===== src/rtl/ex_mem_pipe_pkg.sv =====
// ex_mem_pipe_pkg
// Shared definitions for the EX/MEM pipeline register slice.
//   - default data-path and register-index widths
//   - bit positions of the M control field {Branch, MemWrite, MemRead}
//   - ex_mem_t: the EX/MEM payload at the default widths, for use by
//     neighbouring stages and by verification code.
package ex_mem_pipe_pkg;

  localparam int EX_MEM_XLEN = 64;
  localparam int EX_MEM_RA_W = 5;

  localparam int M_READ_BIT   = 0;
  localparam int M_WRITE_BIT  = 1;
  localparam int M_BRANCH_BIT = 2;

  typedef struct packed {
    logic [1:0]             wb;
    logic [2:0]             m;
    logic [EX_MEM_XLEN-1:0] adder;
    logic                   zero;
    logic [EX_MEM_XLEN-1:0] alu;
    logic [EX_MEM_XLEN-1:0] store;
    logic [EX_MEM_RA_W-1:0] rd;
  } ex_mem_t;

endpackage


===== src/rtl/pipe_skid_buf.sv =====
// pipe_skid_buf
// Two-entry valid/ready register slice: a main entry that drives the output
// and one skid entry that absorbs the beat arriving while the output stalls.
// i_ready/o_ready are never combinationally linked, so the slice breaks both
// the forward and the backward timing paths.
//
// Ports
//   clk      in   rising-edge clock
//   rst      in   synchronous active-high reset (overrides flush)
//   flush    in   discard held entries and the beat offered this cycle
//   i_valid  in   upstream beat valid
//   i_data   in   upstream payload, W bits
//   o_ready  out  registered; high while the skid entry is empty
//   o_valid  out  main entry valid
//   o_data   out  main entry payload
//   i_ready  in   downstream accepts
module pipe_skid_buf #(
  parameter int W = 8
) (
  input  logic         clk,
  input  logic         rst,
  input  logic         flush,
  input  logic         i_valid,
  input  logic [W-1:0] i_data,
  output logic         o_ready,
  output logic         o_valid,
  output logic [W-1:0] o_data,
  input  logic         i_ready
);

  logic         r_main_valid;
  logic         r_skid_valid;
  logic         r_in_ready;
  logic [W-1:0] r_main_data;
  logic [W-1:0] r_skid_data;

  logic w_accept;
  logic w_drain;
  logic w_main_load;
  logic w_skid_to_main;
  logic w_in_to_main;
  logic w_in_to_skid;
  logic w_main_valid_nxt;
  logic w_skid_valid_nxt;

  always_comb begin
    w_accept       = i_valid && r_in_ready;
    w_drain        = r_main_valid && i_ready;
    w_main_load    = !r_main_valid || w_drain;
    // The skid entry is older than anything on the input, so it wins main.
    w_skid_to_main = w_main_load && r_skid_valid;
    w_in_to_main   = w_main_load && !r_skid_valid && w_accept;
    w_in_to_skid   = w_accept && !w_in_to_main;

    w_main_valid_nxt = w_main_load ? (r_skid_valid || w_accept) : r_main_valid;
    w_skid_valid_nxt = w_in_to_skid || (r_skid_valid && !w_skid_to_main);
  end

  always_ff @(posedge clk) begin
    if (rst) begin
      r_main_valid <= 1'b0;
      r_skid_valid <= 1'b0;
      r_in_ready   <= 1'b1;
      r_main_data  <= '0;
      r_skid_data  <= '0;
    end else if (flush) begin
      // Payload registers keep their contents; only the valid bits drop.
      r_main_valid <= 1'b0;
      r_skid_valid <= 1'b0;
      r_in_ready   <= 1'b1;
    end else begin
      r_main_valid <= w_main_valid_nxt;
      r_skid_valid <= w_skid_valid_nxt;
      r_in_ready   <= !w_skid_valid_nxt;
      if (w_skid_to_main) begin
        r_main_data <= r_skid_data;
      end else if (w_in_to_main) begin
        r_main_data <= i_data;
      end
      if (w_in_to_skid) begin
        r_skid_data <= i_data;
      end
    end
  end

  assign o_ready = r_in_ready;
  assign o_valid = r_main_valid;
  assign o_data  = r_main_data;

endmodule


===== src/rtl/ex_mem_pipe.sv =====
// ex_mem_pipe
// EX/MEM pipeline register with valid/ready flow control and flush.
// Packs the EX-stage outputs into one payload word, buffers it in a
// pipe_skid_buf, and unpacks it for the MEM stage. Control outputs are forced
// to zero whenever the stage holds no valid entry, so a bubble never writes
// memory, the register file, or redirects the PC.
//
// Ports
//   clk, rst                      clock, synchronous active-high reset
//   WB, M, Adder_Result, ALU_Zero,
//   ALU_Result, Store_Data, rd    EX-stage payload; M = {Branch, MemWrite, MemRead}
//   in_valid / in_ready           upstream handshake (in_ready registered)
//   flush                         drop held entries and the one offered now
//   out_ready / out_valid         downstream handshake
//   WB_Out, Branch, MemWrite,
//   MemRead                       control outputs, zero while out_valid=0
//   Adder_Result_Out, ALU_Zero_Out,
//   ALU_Result_Out, Store_Data_Out,
//   rd_out                        data outputs straight from the main entry
//   PCSrc                         Branch & ALU_Zero_Out & out_valid
//
// Build option EX_MEM_PIPE_PERF_EN adds saturating counters:
//   stall_cnt  cycles with out_valid && !out_ready
//   flush_cnt  cycles with flush while an entry is held
module ex_mem_pipe
  import ex_mem_pipe_pkg::*;
#(
  parameter int XLEN = EX_MEM_XLEN,
  parameter int RA_W = EX_MEM_RA_W
) (
  input  logic            clk,
  input  logic            rst,
  input  logic [1:0]      WB,
  input  logic [2:0]      M,
  input  logic [XLEN-1:0] Adder_Result,
  input  logic            ALU_Zero,
  input  logic [XLEN-1:0] ALU_Result,
  input  logic [XLEN-1:0] Store_Data,
  input  logic [RA_W-1:0] rd,
  input  logic            in_valid,
  output logic            in_ready,
  input  logic            flush,
  input  logic            out_ready,
  output logic            out_valid,
  output logic [1:0]      WB_Out,
  output logic            Branch,
  output logic            MemWrite,
  output logic            MemRead,
  output logic [XLEN-1:0] Adder_Result_Out,
  output logic [XLEN-1:0] ALU_Result_Out,
  output logic [XLEN-1:0] Store_Data_Out,
  output logic            ALU_Zero_Out,
  output logic [RA_W-1:0] rd_out,
  output logic            PCSrc
`ifdef EX_MEM_PIPE_PERF_EN
  ,
  output logic [31:0]     stall_cnt,
  output logic [31:0]     flush_cnt
`endif
);

  // Same field layout as ex_mem_t, sized by this instance's parameters.
  typedef struct packed {
    logic [1:0]      wb;
    logic [2:0]      m;
    logic [XLEN-1:0] adder;
    logic            zero;
    logic [XLEN-1:0] alu;
    logic [XLEN-1:0] store;
    logic [RA_W-1:0] rd;
  } payload_t;

  localparam int PW = $bits(payload_t);

  payload_t w_in_pl;
  payload_t w_out_pl;
  logic     w_out_valid;

  always_comb begin
    w_in_pl       = '0;
    w_in_pl.wb    = WB;
    w_in_pl.m     = M;
    w_in_pl.adder = Adder_Result;
    w_in_pl.zero  = ALU_Zero;
    w_in_pl.alu   = ALU_Result;
    w_in_pl.store = Store_Data;
    w_in_pl.rd    = rd;
  end

  pipe_skid_buf #(
    .W (PW)
  ) u_skid (
    .clk     (clk),
    .rst     (rst),
    .flush   (flush),
    .i_valid (in_valid),
    .i_data  (w_in_pl),
    .o_ready (in_ready),
    .o_valid (w_out_valid),
    .o_data  (w_out_pl),
    .i_ready (out_ready)
  );

  assign out_valid = w_out_valid;

  // Bubble masking: controls read zero whenever nothing valid is held.
  assign WB_Out   = w_out_valid ? w_out_pl.wb : 2'b00;
  assign Branch   = w_out_valid & w_out_pl.m[M_BRANCH_BIT];
  assign MemWrite = w_out_valid & w_out_pl.m[M_WRITE_BIT];
  assign MemRead  = w_out_valid & w_out_pl.m[M_READ_BIT];

  assign Adder_Result_Out = w_out_pl.adder;
  assign ALU_Zero_Out     = w_out_pl.zero;
  assign ALU_Result_Out   = w_out_pl.alu;
  assign Store_Data_Out   = w_out_pl.store;
  assign rd_out           = w_out_pl.rd;

  assign PCSrc = Branch & ALU_Zero_Out & w_out_valid;

`ifdef EX_MEM_PIPE_PERF_EN
  logic [31:0] r_stall_cnt;
  logic [31:0] r_flush_cnt;

  // The skid entry is only ever occupied behind a valid main entry, so the
  // main valid bit alone tells whether anything is held.
  always_ff @(posedge clk) begin
    if (rst) begin
      r_stall_cnt <= '0;
      r_flush_cnt <= '0;
    end else begin
      if (w_out_valid && !out_ready && (r_stall_cnt != 32'hFFFF_FFFF)) begin
        r_stall_cnt <= r_stall_cnt + 32'd1;
      end
      if (flush && w_out_valid && (r_flush_cnt != 32'hFFFF_FFFF)) begin
        r_flush_cnt <= r_flush_cnt + 32'd1;
      end
    end
  end

  assign stall_cnt = r_stall_cnt;
  assign flush_cnt = r_flush_cnt;
`endif

endmodule

===== config.mk =====
export PLATFORM = sky130hd
export DESIGN_NAME = ex_mem_pipe
export DESIGN_NICKNAME = d
export VERILOG_FILES = /design/src/rtl/ex_mem_pipe_pkg.sv /design/src/rtl/pipe_skid_buf.sv /design/src/rtl/ex_mem_pipe.sv
export SDC_FILE = /design/constraint.sdc
export NUM_CORES = 1
export LEC_CHECK = 0
export ABC_AREA = 0
export CAP_MARGIN = 5
export CORE_MARGIN = 2
export CORE_UTILIZATION = 45
export DETAILED_ROUTE_END_ITERATION = 10
export HOLD_SLACK_MARGIN = 0.12
export MAX_ROUTING_LAYER = met4
export PLACE_DENSITY = 0.71
export SETUP_SLACK_MARGIN = 0.2
export SLEW_MARGIN = 15
export SYNTH_ARGS = -nofsm -noshare
export SYNTH_HDL_FRONTEND = slang
export SYNTH_HIERARCHICAL = 1
export SYNTH_SLANG_ARGS = --single-unit

===== constraint.sdc =====
create_clock -name clk -period 2.9 [get_ports clk]
set_clock_uncertainty 0.15 [all_clocks]
set_input_delay 0.435 -clock clk [delete_from_list [all_inputs] [get_ports clk]]
set_output_delay 0.435 -clock clk [all_outputs]
set_load 0.005 [all_outputs]

Word-level counts from Yosys, hierarchy flattened --
Index checks and enable logic that the tools add are counted.
Storage, ports and cells: register bits after elaboration 409, input bits 208, output and inout bits 206
Cells by class: multiplexer cells 3, bitwise logic cells 6, reduce and logical (&&, ||, !) cells 19
Operators with widths (number):
- 2-to-1 mux 203 bit | 2
- logical AND 1 bit | 7
- AND 1 bit | 5
- zero test 1 bit | 5
- AND reduction 2 bit | 2
- logical OR 1 bit | 3
- 2-to-1 mux 2 bit | 1
- nonzero test 2 bit | 1
- OR reduction 2 bit | 1
- inverter 1 bit | 1

Logic depth before layout (Yosys ltp) --
depth after elaboration 8, depth in mapped cells 7

Hierarchy --
The synthesis kept the hierarchy.
Modules (own cells, without submodules):
- pipe_skid_buf | times used 1, cells each 2315, area an instance 20980.1 µm², sequential area each 8187.9 µm²
- ex_mem_pipe | times used 1, cells each 6, area an instance 43.8 µm², sequential area each 0.0 µm²

Worst setup path before layout --
No wires, ideal clock.
path type in2reg, start point input port out_ready, end point register u_skid.r_skid_data[132], data arrival time 1.527 ns, slack 1.152 ns, stages 5, path buffers 2, cell sequence nand2b_1 a211oi_2 buf_2 buf_4 mux2i_1
Between the ends: cells in the longest elaborated chain, start to end 7
Ends and longest elaborated chain:
- from (decl) | line ex_mem_pipe.sv:43 | input logic out_ready,
- logical AND 1 bit | line pipe_skid_buf.sv:48 | w_drain = r_main_valid && i_ready;
- logical OR 1 bit | line pipe_skid_buf.sv:49 | w_main_load = !r_main_valid || w_drain;
- logical AND 1 bit (2 in series) | line pipe_skid_buf.sv:52 | w_in_to_main = w_main_load && !r_skid_valid && w_accept;
- zero test 1 bit | line pipe_skid_buf.sv:53 | w_in_to_skid = w_accept && !w_in_to_main;
- logical AND 1 bit | line pipe_skid_buf.sv:53
- AND reduction 2 bit (no line)
- to (signal assigned) | line pipe_skid_buf.sv:81 | r_skid_data <= i_data;
- to (decl) | line pipe_skid_buf.sv:35 | logic [W-1:0] r_skid_data;
No other way between the ends. A chain may end at the register's enable or synchronous reset.

Worst setup path in the final report --
start point register u_skid.r_main_valid, in the netlist u_skid/o_valid, end point output port MemRead
Between the ends: cells in the longest elaborated chain, start to end 1
Ends and longest elaborated chain:
- from (decl) | line pipe_skid_buf.sv:31 | logic r_main_valid;
- from (signal assigned) | line pipe_skid_buf.sv:72 | r_main_valid <= w_main_valid_nxt;
- AND 1 bit | line ex_mem_pipe.sv:110 | assign MemRead = w_out_valid & w_out_pl.m[M_READ_BIT];
- to (decl) | line ex_mem_pipe.sv:48 | output logic MemRead,
No other way between the ends.

==> metrics list <==
* Setup TNS: 0 ns
- Counting flops and latches in the post-synthesis netlist gives 409.
* Largest net degree at the start of global routing: 111
* DR pass1 iterations: 5
- In this run the worst setup path begins at u_skid/o_valid.
- Post-Place Cells: 3146
- Number of antenna violations at the first check in global routing: 5
- The critical path crosses 2 cells after its start point.
* Via-to-Cell Ratio: 5.589
* Largest incremental delay on the critical path: 0.51 ns
* Most area-consuming cells after synthesis: sky130_fd_sc_hd__dfxtp_1 (39%), sky130_fd_sc_hd__nand2b_1 (18%), sky130_fd_sc_hd__a2111o_1 (11%), sky130_fd_sc_hd__mux2i_1 (9.7%), sky130_fd_sc_hd__o31ai_1 (7.2%)
- Post-detailed-placement half-perimeter wirelength: 39.21 mm
- Across the VDD grid, the largest voltage drop is 367.1 uV.
- WL final: 60.51 mm
- Crit Path Category: reg -> out
- The H-tree was split into 2 levels.
- Part of the cycle the worst path needs: 80.77%
- Summed over its instances, the top area cell type makes up 38.95% of the synthesized netlist area.
- During synthesis, Yosys emitted a total of 6 warnings.
- Endpoint type of the worst setup path: primary output
- For this configuration, the core starts out at a cell density of between 40% and 50%.
- Metal2 WL: 27.12 mm
- Setup violations remaining at the end of the flow were counted as 0.
- In this run the power spent charging and discharging nets is 3.235 mW.
* Hold-critical path depth: 2
* Iteration-0 DRC Markers: ~1300
- In the final layout, the share of cells above drive strength 1 is 5.855%.
* Die Span X: 220.1 um
- Maximum clock path buffer count: 3
- The internal portion of the total power is 9.942 mW.
- Clock Sinks: 409
- Number of buffers inserted by hold repair at cts: 0
* Critical path buffer and inverter count: 1
- Global routing finished with a remaining overflow of 0.
* Mean area per synthesized cell: 9.058 um2
- Data on the critical path arrives at its endpoint at about 1.8 ns.
- In the final routing, the length of wire on met1 measures 28.41 mm.
* Sequential Power Share: 44.7%
- Clock slew seen by the registers of the worst setup and hold paths: 0.06 ns
* Number of gates resized after cts: 0
- After layout, the design draws a total of around 13 mW.
* Area growth from synthesis to layout: 28.70%
- After detailed routing, the number of remaining DRC violations is 0.
- Net switching is between 20% and 30% of the power.
- For the worst-skew pair, the clock arrives at the later sink with an insertion delay of approximately 0.57 ns.
* Areal power density over the cells: between 400 and 500 nW/um2
- Broken down by cell family, the worst path's largest delay share belongs to buffers and inverters.
* Category of the worst setup path launch point: flip-flop
- The worst path needs 2.342 ns of the cycle, external delays included.
* Vias in the first global route: about 18000
- Final #Nets: 2794
* Detailed route wirelength on metal3: 3.882 mm
- The critical path goes through and2_2 > clkdlybuf4s50_1.
* Post-detailed-route wirelength per cell: 18.75 um
- Of all nets on the critical path, the largest fanout is 9.
- The tree is rooted in a sky130_fd_sc_hd__clkbuf_16.
- The die covers 48460 um2.
- After synthesis, the netlist uses 23 different library cells.
* Number of post-CTS setup repair buffers: 0
* Share of synthesized area occupied by flip-flops and latches: 38.95%
- Cell area after synthesis: between 20000 and 25000 um2
* Number of instances in the synthesized netlist: 2321
- Syn Nets: 2529
- At the end of routability-driven placement, the weighted congestion stood at 0.8196.
- The worst hold path begins at rst.
- Summed over all cells, the static leakage comes to 9.051 nW.
- The count of nets left with antenna violations once routing finished came out at 0.
- Number of port buffers: 413
* Combinational cell fraction of total power: 12.8%
- Highest clock frequency the design can meet: 426.9 MHz
* Wire length of the first global-routing pass: 94.26 mm
- Final Hold Fails: 0
* Standard cell core area: 46360 um2
* Cell with the largest stage delay on the worst path: sky130_fd_sc_hd__clkdlybuf4s50_1
- Final instance area: 27060 um2
- Across the run, the number of max-cap violations was 0.
- The floorplan has 79 rows.
- Final std cells w/o fill: approximately 3200
* Num ports: 414
* Required time reported for the critical path endpoint: approximately 2.3 ns
- Across every metal layer, demand over resource in global routing totals 24.70%.
* RSZ-0062 raised after global routing: no
- Routed signal wires occupy layers up through met4.
* TritonCTS clock tree: built
* Count of cells along the worst register-to-register path: 5
- Beginning of the worst register-to-register path: u_skid/r_skid_valid
- Max Transition Viols Final: 0
- After detailed placement, the total cell area comes to 25630 um2.
- Transition time of the tightest slew-check pin: 0.6564 ns
* CTS buffer count: 45
* Vert. Die Dim: 220.1 um
- Worst hold path type: in -> reg
* Post-synthesis cell type with the largest combined area: sky130_fd_sc_hd__dfxtp_1
* Clock share of power: a little over two fifths
- Slew margin rel.: 56.24%
- Result of the run: completed
- Via count: between 15000 and 20000
## power by group through the flow
| stage | registers [mW] | logic, mW | clock network (mW) |
|---|---|---|---|
| floorplan | 5.99 | 0.810 | 0 |
| global placement | 6.01 | 1.65 | 0 |
| detailed placement | 6.01 | 1.67 | 0 |
| CTS | 5.89 | 1.68 | 5.75 |
| global route | 5.90 | 1.81 | 5.96 |
| finish | 5.89 | 1.68 | 5.60 |
## cell type report
class                   count  area [um2]
inverters                   1       3.754
clock inverters            11       116.4
clock buffers              63        1294
diodes                      8       20.02
flip-flops and latches    409        8192
multi-input cells        1640       11570
repair buffers            489        5102
well taps                 607       759.5
fillers                  3991       19300
## cells by family after synthesis
| group | count (synthesis) | synth area share [%] |
|---|---|---|
| muxes | 203 | 9.665 |
| AOI/OAI and AO/OA | 615 | 23.19 |
| and+or+nand+nor | 822 | 22.05 |
| DFF | 409 | 38.95 |
| buffers and inverters | 272 | 6.148 |
## layout by cell type, fill, tap and decap left out, types with 2 or more instances in the layout
cell type	n
sky130_fd_sc_hd__clkbuf_8	10
sky130_fd_sc_hd__dfxtp_1	408
sky130_fd_sc_hd__buf_8	2
sky130_fd_sc_hd__buf_12	31
sky130_fd_sc_hd__and2_2	5
sky130_fd_sc_hd__a21oi_1	203
sky130_fd_sc_hd__buf_4	45
sky130_fd_sc_hd__clkbuf_1	8
sky130_fd_sc_hd__inv_6	2
sky130_fd_sc_hd__nand2b_1	610
sky130_fd_sc_hd__o31ai_1	203
sky130_fd_sc_hd__bufinv_16	2
sky130_fd_sc_hd__diode_2	8
sky130_fd_sc_hd__clkdlybuf4s50_1	411
sky130_fd_sc_hd__nand2_1	205
sky130_fd_sc_hd__a2111o_1	203
sky130_fd_sc_hd__clkbuf_16	45
sky130_fd_sc_hd__mux2i_1	203
sky130_fd_sc_hd__clkinv_2	6
## cells in the mapped netlist (all sizes together)
| cell type | number |
|---|---|
| nand2b | 610 |
| dfxtp | 409 |
| nand2 | 205 |
| a21oi | 204 |
| a2111o | 203 |
| mux2i | 203 |
| o31ai | 203 |
| clkbuf | 189 |
| buf | 82 |
| and2 | 5 |
| a211oi | 2 |
| a211o | 1 |
| a21o | 1 |
| a311oi | 1 |
| and3 | 1 |
| inv | 1 |
| nor2b | 1 |
## metrics by stage
step / util (%) / setup slack [ns] / hold slack, ns
after floorplan: - / 1.152 / 0.2893
after global placement: 55.28 / 0.3930 / 0.3010
after detailed placement: 55.28 / 0.3241 / 0.3068
after CTS: 58.32 / 0.4905 / 0.1665
after global routing: 58.35 / 0.4606 / 0.2114
final: 58.37 / 0.5576 / 0.1760
## metal layers
layer	vias to the layer above	GRT usage [%]
li1	8801	-
met1	8630	33.31
met2	532	37.82
met3	79	4.935
met4	0	6.488
met5	-	-
## final timing paths
| kind | slack [ns] | end |
|---|---|---|
| max | 0.56 | MemRead |
| max reg2reg | 0.74 | u_skid/r_skid_data[114] |
| min | 0.18 | u_skid/o_data[34] |
| min reg2reg | 0.31 | u_skid/o_data[159] |
## registers in the layout (all words and copies together) (netlist names)
| signal | flops |
|---|---|
| u_skid/o_valid | 1 |
| u_skid/o_ready | 1 |
| u_skid/o_data | 203 |
| u_skid/r_skid_data | 203 |
| u_skid/r_skid_valid | 1 |
Note: power is estimated with default switching activity, not from simulation.
